[src/rtl/tl_cmd_arbiter_if.sv]
// Requester-side and controller-side signals of the traffic-light command arbiter.
// The master modport is the requester/controller side; the slave modport is the arbiter.
interface tl_cmd_arbiter_if #(
  parameter int REQ_NUM = 4
);
  localparam int ID_W = $clog2(REQ_NUM);

  logic [REQ_NUM-1:0]    req_valid_i;
  logic [3*REQ_NUM-1:0]  req_type_i;
  logic [16*REQ_NUM-1:0] req_data_i;
  logic [REQ_NUM-1:0]    req_ready_o;
  logic [2:0]            cmd_type_o;
  logic                  cmd_valid_o;
  logic [15:0]           cmd_data_o;
  logic [ID_W-1:0]       grant_id_o;
  logic                  err_o;
  logic                  busy_o;

  modport master (
    output req_valid_i, req_type_i, req_data_i,
    input  req_ready_o, cmd_type_o, cmd_valid_o, cmd_data_o, grant_id_o, err_o, busy_o
  );

  modport slave (
    input  req_valid_i, req_type_i, req_data_i,
    output req_ready_o, cmd_type_o, cmd_valid_o, cmd_data_o, grant_id_o, err_o, busy_o
  );
endinterface

[src/rtl/tl_cmd_arbiter.sv]
// Round-robin command arbiter feeding a traffic-light controller, with a post-issue gap.
// Define TL_ARB_URGENT_PRIO_EN to let TURN_OFF/SET_UNC requests pre-empt round-robin order.
module tl_cmd_arbiter #(
  parameter int REQ_NUM    = 4,
  parameter int GAP_CYCLES = 2
) (
  input logic             clk_i,
  input logic             arst_i,
  tl_cmd_arbiter_if.slave bus
);
  localparam int              ID_W      = $clog2(REQ_NUM);
  localparam logic [ID_W:0]   REQ_NUM_W = (ID_W+1)'(REQ_NUM);
  localparam logic [15:0]     GAP_LAST  = 16'((GAP_CYCLES > 0) ? GAP_CYCLES - 1 : 0);

  typedef enum logic [1:0] {
    S_IDLE,
    S_ISSUE,
    S_GAP,
    S_ERR
  } state_t;

  state_t            r_state;
  state_t            w_next;
  logic [ID_W-1:0]   r_ptr;
  logic [ID_W-1:0]   r_grant;
  logic [15:0]       r_gap_cnt;
  logic [2:0]        r_cmd_type;
  logic [15:0]       r_cmd_data;
  logic              r_cmd_valid;
  logic              r_err;
  logic              r_busy;

  logic [2:0]        w_type_arr [REQ_NUM];
  logic [15:0]       w_data_arr [REQ_NUM];
  logic [REQ_NUM-1:0] w_urgent;
  logic [REQ_NUM-1:0] w_cand;
  logic [REQ_NUM-1:0] w_ready;
  logic [ID_W:0]     w_sum;
  logic [ID_W-1:0]   w_idx;
  logic [ID_W-1:0]   w_win;
  logic              w_found;
  logic [2:0]        w_win_type;
  logic              w_illegal;
  logic              w_accept;

  always_comb begin
    for (int k = 0; k < REQ_NUM; k++) begin
      w_type_arr[k] = bus.req_type_i[3*k +: 3];
      w_data_arr[k] = bus.req_data_i[16*k +: 16];
      w_urgent[k]   = bus.req_valid_i[k] &&
                      ((w_type_arr[k] == 3'd1) || (w_type_arr[k] == 3'd2));
    end
  end

`ifdef TL_ARB_URGENT_PRIO_EN
  assign w_cand = (|w_urgent) ? w_urgent : bus.req_valid_i;
`else
  assign w_cand = bus.req_valid_i;
`endif

  // NOTE: every variable written in an always_comb gets a default first, so no path leaves one unassigned and infers a latch.
  always_comb begin
    w_found = 1'b0;
    w_win   = '0;
    w_sum   = '0;
    w_idx   = '0;
    // Walk requesters starting just after the last winner, wrapping at REQ_NUM.
    for (int i = 1; i <= REQ_NUM; i++) begin
      w_sum = {1'b0, r_ptr} + (ID_W+1)'(i);
      if (w_sum >= REQ_NUM_W) w_sum = w_sum - REQ_NUM_W;
      w_idx = w_sum[ID_W-1:0];
      if (!w_found && w_cand[w_idx]) begin
        w_found = 1'b1;
        w_win   = w_idx;
      end
    end
  end

  assign w_win_type = w_type_arr[w_win];
  assign w_illegal  = (w_win_type[2:1] == 2'b11);

  always_comb begin
    w_next   = r_state;
    w_accept = 1'b0;
    w_ready  = '0;
    unique case (r_state)
      S_IDLE: begin
        if (w_found && !arst_i) begin
          w_accept       = 1'b1;
          w_ready[w_win] = 1'b1;
          w_next         = w_illegal ? S_ERR : S_ISSUE;
        end
      end
      S_ISSUE: w_next = (GAP_CYCLES > 0) ? S_GAP : S_IDLE;
      S_GAP:   if (r_gap_cnt == GAP_LAST) w_next = S_IDLE;
      S_ERR:   w_next = S_IDLE;
      default: w_next = S_IDLE;
    endcase
  end

  // NOTE: sequential state uses non-blocking assignments so every register samples pre-edge values.
  always_ff @(posedge clk_i or posedge arst_i) begin
    if (arst_i) begin
      r_state     <= S_IDLE;
      r_ptr       <= ID_W'(REQ_NUM - 1);
      r_grant     <= '0;
      r_gap_cnt   <= '0;
      r_cmd_type  <= '0;
      r_cmd_data  <= '0;
      r_cmd_valid <= 1'b0;
      r_err       <= 1'b0;
      r_busy      <= 1'b0;
    end else begin
      r_state     <= w_next;
      r_cmd_valid <= (w_next == S_ISSUE);
      r_err       <= (w_next == S_ERR);
      r_busy      <= (w_next != S_IDLE);
      if (w_accept) begin
        r_grant <= w_win;
        r_ptr   <= w_win;
        // An illegal command never reaches the controller, so the command regs keep their value.
        if (!w_illegal) begin
          r_cmd_type <= w_win_type;
          r_cmd_data <= w_data_arr[w_win];
        end
      end
      if (r_state == S_GAP) begin
        r_gap_cnt <= (r_gap_cnt == GAP_LAST) ? 16'd0 : r_gap_cnt + 16'd1;
      end
    end
  end

  assign bus.req_ready_o = w_ready;
  assign bus.cmd_type_o  = r_cmd_type;
  assign bus.cmd_valid_o = r_cmd_valid;
  assign bus.cmd_data_o  = r_cmd_data;
  assign bus.grant_id_o  = r_grant;
  assign bus.err_o       = r_err;
  assign bus.busy_o      = r_busy;
endmodule
[src/flat_wrapper.sv]
// flat-port wrapper written by rule: the top's interface ports become plain ports
module tl_cmd_arbiter_flat 
#(
  parameter int REQ_NUM    = 4,
  parameter int GAP_CYCLES = 2
)
  (clk_i, arst_i, bus_req_valid_i, bus_req_type_i, bus_req_data_i, bus_req_ready_o, bus_cmd_type_o, bus_cmd_valid_o, bus_cmd_data_o, bus_grant_id_o, bus_err_o, bus_busy_o);
  tl_cmd_arbiter_if #(.REQ_NUM(REQ_NUM)) bus_i ();
  input logic clk_i;
  input logic arst_i;
  input wire logic [$bits(bus_i.req_valid_i)-1:0] bus_req_valid_i;
  input wire logic [$bits(bus_i.req_type_i)-1:0] bus_req_type_i;
  input wire logic [$bits(bus_i.req_data_i)-1:0] bus_req_data_i;
  output wire logic [$bits(bus_i.req_ready_o)-1:0] bus_req_ready_o;
  output wire logic [$bits(bus_i.cmd_type_o)-1:0] bus_cmd_type_o;
  output wire logic [$bits(bus_i.cmd_valid_o)-1:0] bus_cmd_valid_o;
  output wire logic [$bits(bus_i.cmd_data_o)-1:0] bus_cmd_data_o;
  output wire logic [$bits(bus_i.grant_id_o)-1:0] bus_grant_id_o;
  output wire logic [$bits(bus_i.err_o)-1:0] bus_err_o;
  output wire logic [$bits(bus_i.busy_o)-1:0] bus_busy_o;
  assign bus_i.req_valid_i = bus_req_valid_i;
  assign bus_i.req_type_i = bus_req_type_i;
  assign bus_i.req_data_i = bus_req_data_i;
  assign bus_req_ready_o = bus_i.req_ready_o;
  assign bus_cmd_type_o = bus_i.cmd_type_o;
  assign bus_cmd_valid_o = bus_i.cmd_valid_o;
  assign bus_cmd_data_o = bus_i.cmd_data_o;
  assign bus_grant_id_o = bus_i.grant_id_o;
  assign bus_err_o = bus_i.err_o;
  assign bus_busy_o = bus_i.busy_o;
  tl_cmd_arbiter #(.REQ_NUM(REQ_NUM), .GAP_CYCLES(GAP_CYCLES)) u_core (.clk_i(clk_i), .arst_i(arst_i), .bus(bus_i));
endmodule
[config.mk]
export PLATFORM = sky130hd
export DESIGN_NAME = tl_cmd_arbiter_flat
export DESIGN_NICKNAME = d
export VERILOG_FILES = /design/src/rtl/tl_cmd_arbiter_if.sv /design/src/rtl/tl_cmd_arbiter.sv /design/src/flat_wrapper.sv
export SDC_FILE = /design/constraint.sdc
export NUM_CORES = 1
export LEC_CHECK = 0
export CAP_MARGIN = 20
export CORE_MARGIN = 1.5
export CORE_UTILIZATION = 46
export CTS_CLUSTER_DIAMETER = 40
export DETAILED_ROUTE_END_ITERATION = 10
export GPL_TIMING_DRIVEN = 0
export PLACE_DENSITY = 0.93
export RECOVER_POWER = 100
export SLEW_MARGIN = 15
export SYNTH_ARGS = -nofsm -noshare
export SYNTH_HDL_FRONTEND = slang
export SYNTH_SLANG_ARGS = --single-unit
[constraint.sdc]
create_clock -name clk_i -period 8.3 [get_ports clk_i]
set_input_delay 1.66 -clock clk_i [delete_from_list [all_inputs] [get_ports clk_i]]
set_output_delay 1.66 -clock clk_i [all_outputs]
set_load 0.1 [all_outputs]
# After elaboration in Yosys (flattened, before gate mapping)
# Index checks and enable logic that the tools add are counted.
dict set report totals {
  input_bits 82
  reg_bits 44
  out_inout_bits 28
}
dict set report op_classes {
  n_addsub 9
  mux 37
  bitwise_logic 2
  n_eq_ne 7
  reduce_logical 12
  order_cmp 11
}
# op count
set ops {}
lappend ops {{$mux W16} 3}
lappend ops {{$bmux W16 S2} 1}
lappend ops {{$mux W2} 11}
lappend ops {{$add A16 B1 Y16 const B} 1}
lappend ops {{$eq A16 B1 Y1 const B} 1}
lappend ops {{$ge A3 B3 Y1 const B} 5}
lappend ops {{$lt A2 B3 Y1 const B} 5}
lappend ops {{$mux W1} 11}
lappend ops {{$bmux W1 S2} 4}
lappend ops {{$eq A2 B2 Y1 const B} 4}
lappend ops {{$mux W4} 2}
lappend ops {{$pmux W2 S4} 1}
lappend ops {{$sub A2 B1 Y2 const B} 4}
lappend ops {{$add A2 B2 Y3 const B} 2}
lappend ops {{$bmux W3 S2} 1}
lappend ops {{$mux W3} 2}
lappend ops {{$logic_and A1 B1 Y1} 5}
lappend ops {{$eq A2 B1 Y1 const B} 2}
lappend ops {{$logic_not A1 Y1} 4}
lappend ops {{$add A2 B1 Y3 const B} 1}
lappend ops {{$add A2 B3 Y3 const B} 1}
lappend ops {{$not A2 Y3} 1}
lappend ops {{$demux W1 S2} 1}
lappend ops {{$ge A2 B1 Y1 const B} 1}
lappend ops {{4 further kinds} 4}

# Depth between registers and ports, before layout
# Gate-level depths: netlist of run 1.
dict set report depth {
  depth_word 24
  ltp_mapped 8
}

# Least setup slack after synthesis of run 1
# Ideal clock, no wire load.
dict set report synth_path {
  path_kind {in2out}
  startpoint {input bus_req_valid_i[3]}
  endpoint {output bus_req_ready_o[0]}
  stages 6
  slack_ns 1.382
  arrival_ns 5.258
  path_cell_list {nand2b_1 > o21a_1 > a21oi_1 > buf_2 > buf_2 > nor4_1}
}
dict set report synth_between {
  elab_chain_cells 18
  word_cells_on_any_way 30
}
# item line
set synth_rtl {}
lappend synth_rtl {{start, declared} flat_wrapper.sv:11} ;# input wire logic [$bits(bus_i.req_valid_i)-1:0] bus_req_valid_i;
lappend synth_rtl {{$bmux W1 S2} tl_cmd_arbiter.sv:72} ;# if (!w_found && w_cand[w_idx]) begin
lappend synth_rtl {{$mux W1 (not written as such)} tl_cmd_arbiter.sv:72}
lappend synth_rtl {{$mux W1} tl_cmd_arbiter.sv:72}
lappend synth_rtl {{$logic_not A1 Y1} tl_cmd_arbiter.sv:72}
lappend synth_rtl {{$logic_and A1 B1 Y1} tl_cmd_arbiter.sv:72}
lappend synth_rtl {{$mux W1} tl_cmd_arbiter.sv:72}
lappend synth_rtl {{$logic_not A1 Y1} tl_cmd_arbiter.sv:72}
lappend synth_rtl {{$logic_and A1 B1 Y1} tl_cmd_arbiter.sv:72}
lappend synth_rtl {{[2 not listed]} --}
lappend synth_rtl {{$logic_and A1 B1 Y1} tl_cmd_arbiter.sv:72}
lappend synth_rtl {{$mux W2} tl_cmd_arbiter.sv:72}
lappend synth_rtl {{$lt A2 B3 Y1 (not written as such) or $ge A2 B1 Y1 (tied branches)} tl_cmd_arbiter.sv:90} ;# w_ready[w_win] = 1'b1;
lappend synth_rtl {{$logic_and A1 B1 Y1 (not written as such)} tl_cmd_arbiter.sv:90}
lappend synth_rtl {{$mux W1 (not written as such)} tl_cmd_arbiter.sv:90}
lappend synth_rtl {{$demux W1 S2} --}
lappend synth_rtl {{$mux W4 (*)} tl_cmd_arbiter.sv:88} ;# if (w_found && !arst_i) begin
lappend synth_rtl {{$mux W4 (*)} tl_cmd_arbiter.sv:86} ;# unique case (r_state)
lappend synth_rtl {{end, declared} flat_wrapper.sv:14} ;# output wire logic [$bits(bus_i.req_ready_o)-1:0] bus_req_ready_o;
# Every way passes the cells marked *; elsewhere a longest branch is shown, timed or not. The select of a mux whose other input is x is not followed.

# Worst setup path in the final report of run 1
dict set report layout_path {
  startpoint {input bus_req_valid_i[3]}
  endpoint {output bus_req_ready_o[2]}
}
# Same word-level chain as after synthesis.

==> metrics, run 1 <==
status=finished with violations; failing checks=max-capacitance violations, max-slew violations; die height=77.1 um; max-slew violation count=31; worst r2r path cells=7; Post-Syn Area=about 2500 um2; Die X=about 77 um; Filler cells=354; initial antenna violation count=0; clock sinks=44; Worst setup SP type=input port; layout cell share with drive strength beyond 1=~7.4%; Hold WS=around 0.48 ns; H-tree depth=2; final critical-path share of the clock period=approximately nine tenths; Util after Layout=71.9%; IO buf count=around 110; CP required=roughly 6.6 ns; compound-gate portion of the synthesized area=approximately 5.6%; final worst path period need=about 7.5 ns; Post-Syn Instances=220; first-pass GRT wire length=10700 um; Yosys top cell area share=between 40% and 50%; Worst-Skew Late Latency=roughly 0.3 ns; post-CTS sizing=0; Net Sw Power=796 uW; Fin. Hold Viols=0; R2R setup slack=between 4 and 5 ns; adder-cell share of the synthesized area=less than 1%; Worst Hold Class=register to register; TritonCTS clock tree=done; num ports=110; Max Root-Sink Buffers=2; # DRC=0; grt ovf=0; Layout area overhead=48.0%; Multi-input gate area=between 1000 and 1500 um2; critical path type=input port to output port; Ys Warns=0; largest family of logic cells by synthesized area=multiplexers; clk slew on worst S/H paths=~0.080 ns; Setup crit end=bus_req_ready_o[2]; Setup crit start=bus_req_valid_i[3]; via count=roughly 2100; Place WS=around 1.6 ns; Routed WL per cell=16.2 um; worst vdd ir=between 200 and 300 uV; post-synthesis simple-gate area fraction=10.9%; combinational power share=66.5%; Final Instance Area=3740 um2; GPL Wtd Cong=approximately 0.84; total global-route track usage=around a quarter; xor/xnor cell area share of the yosys netlist=~4.5%; Reg power frac=23.8%; # hold bufs at CTS=0; drt first pass iters=4; cell taking the most area after synthesis=dfrtp_1; post-synth net total=between 300 and 400; Crit Reg-Reg Endpoint=u_core.bus.cmd_data_o[1]$_DFFE_PP0P_; Clock Skew=approximately 0.0032 ns; vias per cell=approximately 5.2; # diodes=0; Slew HR=-4.79%; data arrival time of the critical path=roughly 5.8 ns; worst r2r src=u_core.r_ptr[0]$_DFFE_PP1N_; # Post-CTS Setup Buffers=0; register cell area after layout=between 1000 and 1500 um2; clock network power share=a little under a tenth; Synth Area per Inst=between 10 and 15 um2; routed wire length=between 6000 and 7000 um; area post-placement=about 3700 um2; worst setup margin=0.831 ns; pwr/cell area=roughly 380 nW/um2; HPWL Detailed=roughly 5000 um; nets=421; TritonCTS Buffers=5; post-route ant nets=0; via count of the first global-routing pass=approximately 2300; top post-synthesis cells by area=dfrtp_1 (42%), mux2i_1 (20%), mux2_4 (5.3%); cell internal pwr=642 uW; mux cell area share after synthesis=approximately 31%; RSZ-0062 raised after global routing=false; Worst-Margin Slew=about 1.6 ns; Iter 0 DRT Violations=between 80 and 90; CTS root buf=clkbuf_8; synth unique cells=40; post-synthesis sequential area ratio=43.7%; endpoint type of the worst setup path=output port; Yosys reg bits=between 40 and 50; largest net degree at the start of global routing=31; TNS Setup=0 ns; Leakage=1.68 nW; crit-path max FO=10; Core Area=approximately 5200 um2; final setup fails=0; FMAX=about 130 MHz; Max-Cap Viols=1; Die ar.=approximately 5900 um2; Switching Fraction=between 50% and 60%; Rows=26; initial core utilization=between 40 and 50%
critical path, cell delays in order:
cell and delay [ns]:
dlygate4sd3_1 0.62, nand2b_1 0.12, o21a_1 0.12, a21oi_1 0.47, clkbuf_1 0.54, clkbuf_1 0.62
nand2_1 0.24, nor3_1 0.18, dlygate4sd3_1 1.23
cell usage in the layout, fill, tap and decap left out, types with 5 or more instances in the layout:
cell type        count
clkdlybuf4s50_1     79
xnor2_1             10
nand2b_1             5
clkbuf_8             6
nor2_1              14
inv_1                6
mux2_1               8
nand2_1             15
a21oi_1              6
dfrtp_1             42
mux2_2               8
clkbuf_1             7
dlygate4sd3_1       30
mux2i_1             51
cell type report:
cell class | instances | share of cell area, %
Multi-Input combinational cell | 161 | 34.7
Sequential cell | 44 | 29.5
Timing Repair Buffer | 110 | 29.3
Clock buffer | 8 | 2.41
Tap cell | 70 | 2.34
Buffer | 8 | 1.10
Inverter | 7 | 0.703
synth_stat cells:
cell / number
a21oi_2: 1
buf_12: 1
xnor2_1: 10
nor4b_1: 1
a21o_1: 2
o31ai_1: 2
or2_2: 1
nand4_1: 4
ha_1: 2
xor2_1: 3
clkbuf_1: 1
mux2_2: 8
or4_1: 1
nand3_1: 2
o21a_1: 2
nand2_1: 15
nor2b_1: 1
a21oi_1: 5
mux2i_1: 51
o21ai_0: 2
or3_1: 1
nor3_1: 4
inv_1: 6
a21oi_4: 1
buf_6: 1
o21ai_1: 1
dfrtp_1: 42
dfstp_2: 2
o22a_1: 2
mux2_4: 9
mux4_2: 2
o22ai_1: 1
a211oi_1: 1
and4_1: 1
buf_2: 5
nand2b_1: 5
clkinv_1: 1
and3_1: 2
nor2_1: 14
nor4_1: 4
metrics by stage:
step,cells,power [mW]
after global routing,408,1.50
after floorplan,220,1.11
after global placement,399,1.34
after detailed placement,400,1.36
final,408,1.44
after CTS,408,1.51
sequential cells by signal, indices dropped and copies added (netlist names), 2 cells and up:
signal / cells
u_core.r_ptr: 2
u_core.bus.grant_id_o: 2
u_core.bus.cmd_data_o: 16
u_core.r_gap_cnt: 16
u_core.r_state: 2
u_core.bus.cmd_type_o: 3
kinds of logic after synthesis:
group | Yosys count
buffers and inverters | 15
AND/OR/NAND/NOR | 56
XOR/XNOR | 13
multiplexers | 70
AO/OA/AOI/OAI | 20
adder cells (fa/ha/maj) | 2
flip-flops | 44
how the worst min path moves through the flow:
stage	from	endpoint	slack, ns	depth (start not counted)
after global routing	u_core.r_gap_cnt[15]$_DFFE_PP0P_	u_core.r_gap_cnt[15]$_DFFE_PP0P_	0.49	1
after global placement	u_core.bus.grant_id_o[1]$_DFFE_PP0N_	u_core.bus.grant_id_o[1]$_DFFE_PP0N_	0.46	2
final	u_core.r_gap_cnt[15]$_DFFE_PP0P_	u_core.r_gap_cnt[15]$_DFFE_PP0P_	0.48	1
after detailed placement	u_core.r_gap_cnt[15]$_DFFE_PP0P_	u_core.r_gap_cnt[15]$_DFFE_PP0P_	0.47	1
after floorplan	u_core.r_gap_cnt[15]$_DFFE_PP0P_	u_core.r_gap_cnt[15]$_DFFE_PP0P_	0.45	1
after CTS	u_core.r_gap_cnt[15]$_DFFE_PP0P_	u_core.r_gap_cnt[15]$_DFFE_PP0P_	0.48	1
per-layer routing:
metal | vias to the layer above | GRT usage, % | routed length, um
li1 | 1025 | - | -
met3 | 24 | 5.36 | 347
met5 | - | 0 | 0
met4 | 0 | 13.5 | 327
met2 | 80 | 41.1 | 3410
met1 | 993 | 25.3 | 2530
power by group through the flow:
stage	registers (mW)	clock network, mW	logic, mW
2_1_floorplan	0.757	0	0.357
3_3_place_gp	0.345	0	0.995
3_5_place_dp	0.347	0	1.01
4_1_cts	0.346	0.140	1.02
5_1_grt	0.353	0.148	0.996
6_report	0.343	0.138	0.957
(Power assumes the default switching activity.)
==> run 2: changes to the inputs <==
--- a/config.mk
+++ b/config.mk
@@ -11,6 +11,7 @@
 export CTS_CLUSTER_DIAMETER = 40
 export DETAILED_ROUTE_END_ITERATION = 10
 export GPL_TIMING_DRIVEN = 0
+export HOLD_SLACK_MARGIN = 0.03
 export PLACE_DENSITY = 0.93
 export RECOVER_POWER = 100
 export SLEW_MARGIN = 15
==> results of run 2 <==
The final DEF is identical to that of run 1; final timing and power are the same.
==> run 3: changes to the inputs <==
--- a/config.mk
+++ b/config.mk
@@ -12,7 +12,7 @@
 export DETAILED_ROUTE_END_ITERATION = 10
 export GPL_TIMING_DRIVEN = 0
 export HOLD_SLACK_MARGIN = 0.03
-export PLACE_DENSITY = 0.93
+export PLACE_DENSITY = 0.89
 export RECOVER_POWER = 100
 export SLEW_MARGIN = 15
 export SYNTH_ARGS = -nofsm -noshare
==> run 3 against run 2 <==
Net effect:
- the run still ends with max-capacitance violations, max-slew violations left
- non-clock buffer count did not move
- clock-buffer cell count did not move
- hold slack improved by 0.0073 ns
- clock skew rose by 0.0025 ns
- via count rose by 0.85%
- sequential power barely moved
- design area fell by 0.30%
- power fell by 0.69%
- register-to-register slack got worse by 0.33 ns
- first-iteration DRC count rose by 56%
- setup slack improved by 0.16 ns
- global-route usage fell by 0.44 points
==> metrics, run 3 (synthesized netlist as in run 1, its figures left out) <==
status=finished with violations; failing checks=max-capacitance violations, max-slew violations; slowest stage cell, crit path=dlygate4sd3_1; nets=between 400 and 500; CP required=6.64 ns; IO buf count=~110; Max Root-Sink Buffers=2; post-route ant nets=0; layout cell share with drive strength beyond 1=under 10%; crit-path max FO=10; H-tree depth=2; Routed WL per cell=approximately 16 um; Reg power frac=a little under a quarter; Leakage=between 1.5 and 2 nW; # DRC=0; worst setup margin=approximately 1 ns; Die ar.=5950 um2; cell internal pwr=approximately 640 uW; initial core utilization=48.6%; Worst Hold Class=register to register; drt first pass iters=4; TritonCTS clock tree=done; via count=approximately 2100; final worst path period need=7.31 ns; largest net degree at the start of global routing=31; crit path cell chain=dlygate4sd3_1, nand2b_1, o21a_1, a21oi_1, clkbuf_1, clkbuf_1, nand2_1, nor2_1, dlygate4sd3_1; vias per cell=around 5.2; first-pass GRT wire length=10600 um; endpoint type of the worst setup path=output port; initial antenna violation count=0; grt ovf=0; RSZ-0062 raised after global routing=false; Die X=between 70 and 80 um; Worst-Skew Late Latency=about 0.30 ns; Slew HR=-6.71%; final setup fails=0; via count of the first global-routing pass=2235; total global-route track usage=22.9%; # diodes=0; CTS root buf=clkbuf_8; Clock Skew=between 0.005 and 0.006 ns; Fin. Hold Viols=0; Switching Fraction=between 50% and 60%; Place WS=approximately 1.7 ns; post-CTS sizing=0; final critical-path share of the clock period=88.0%; area post-placement=between 3000 and 4000 um2; critical path type=input port to output port; num ports=110; FMAX=~140 MHz; most common cell after layout, fill and taps aside=clkdlybuf4s50_1; crit path buf inv count=4; die height=between 70 and 80 um; Worst-Margin Slew=between 1.5 and 2 ns; worst vdd ir=a little under 300 uV; pwr/cell area=approximately 380 nW/um2; # Post-CTS Setup Buffers=0; commonest non-fill, non-tap cells in the layout=clkdlybuf4s50_1 (79), mux2i_1 (51), dfrtp_1 (42); data arrival time of the critical path=roughly 5.7 ns; Iter 0 DRT Violations=139; CP top delay family=buffers and inverters; routed wire length=between 6000 and 7000 um; Worst setup SP type=input port; Layout area overhead=47.5%; GPL Wtd Cong=just under 0.8; combinational power share=between 60% and 70%; Final Instance Area=about 3700 um2; clock sinks=44; TNS Setup=0 ns; Rows=26; HPWL Detailed=about 5000 um; Net Sw Power=~790 uW; Max-Cap Viols=1; slowest stage delay, CP=1.25 ns; clk slew on worst S/H paths=around 0.080 ns; max-slew violation count=31; # hold bufs at CTS=0; clock network power share=9.7%; TritonCTS Buffers=5; Core Area=5200 um2
-- run 3: cell count changes in the layout (fill, tap and decap cells not counted) --
cell      previous run  this run
a21oi_1              6         7
a21oi_2              1         0
buf_6                1         0
clkbuf_1             7         8
mux2_1               8         9
mux2_2               8         7
-- run 3: final timing paths --
kind / start / end / slack (ns) / depth (start not counted)
min in group asynchronous: arst_i / u_core.bus.cmd_type_o[2]$_DFFE_PP0P_ / 1.85 / 2
max: bus_req_valid_i[3] / bus_req_ready_o[3] / 0.99 / 9
max reg2reg: u_core.r_ptr[0]$_DFFE_PP1N_ / u_core.bus.cmd_data_o[0]$_DFFE_PP0P_ / 4.34 / 8
min: u_core.bus.grant_id_o[1]$_DFFE_PP0N_ / u_core.bus.grant_id_o[1]$_DFFE_PP0N_ / 0.49 / 2
min reg2reg: u_core.bus.grant_id_o[1]$_DFFE_PP0N_ / u_core.bus.grant_id_o[1]$_DFFE_PP0N_ / 0.49 / 2
max in group asynchronous: arst_i / u_core.r_gap_cnt[9]$_DFFE_PP0P_ / 4.59 / 3
-- run 3: cell type report --
cell class              instances  area [um2]
inverters                       7        26.3
well taps                      70        87.6
plain buffers                   8        33.8
flip-flops and latches         44        1100
clock buffers                   8        90.1
repair buffers                110        1090
fillers                       409        1480
multi-input cells             161        1290
-- run 3: routing by layer --
metal | part of all wire [%] | vias up | wire length [um] | GRT usage [%]
li1 | - | 1024 | - | -
met4 | 1.5 | 0 | 95 | 5.45
met1 | 39 | 1038 | 2460 | 26.2
met5 | 0 | - | 0 | 0
met2 | 54 | 68 | 3430 | 41.2
met3 | 6.1 | 10 | 390 | 7.02
-- run 3: worst min-delay path, cell delays in order, from the launching register on --
cell,delay (ns)
dfrtp_1,0.35
nand2_1,0.05
nand2_1,0.06
-- run 3: power groups by stage --
stage               registers [mW]  logic (mW)  clock network (mW)
finish                       0.343       0.946               0.138
global placement             0.345       0.996                   0
CTS                          0.348        1.02               0.140
detailed placement           0.350        1.01                   0
global route                 0.355       0.994               0.152
floorplan                    0.757       0.357                   0
-- run 3: metrics by stage --
stage | total power [mW] | utilization, % | std cells | hold WS [ns]
after CTS | 1.50 | 73.3 | 408 | 0.487
after detailed placement | 1.36 | 71.6 | 400 | 0.469
after global routing | 1.50 | 71.6 | 408 | 0.512
after floorplan | 1.11 | - | 220 | 0.446
final | 1.43 | 71.6 | 408 | 0.486
after global placement | 1.34 | 71.2 | 399 | 0.466
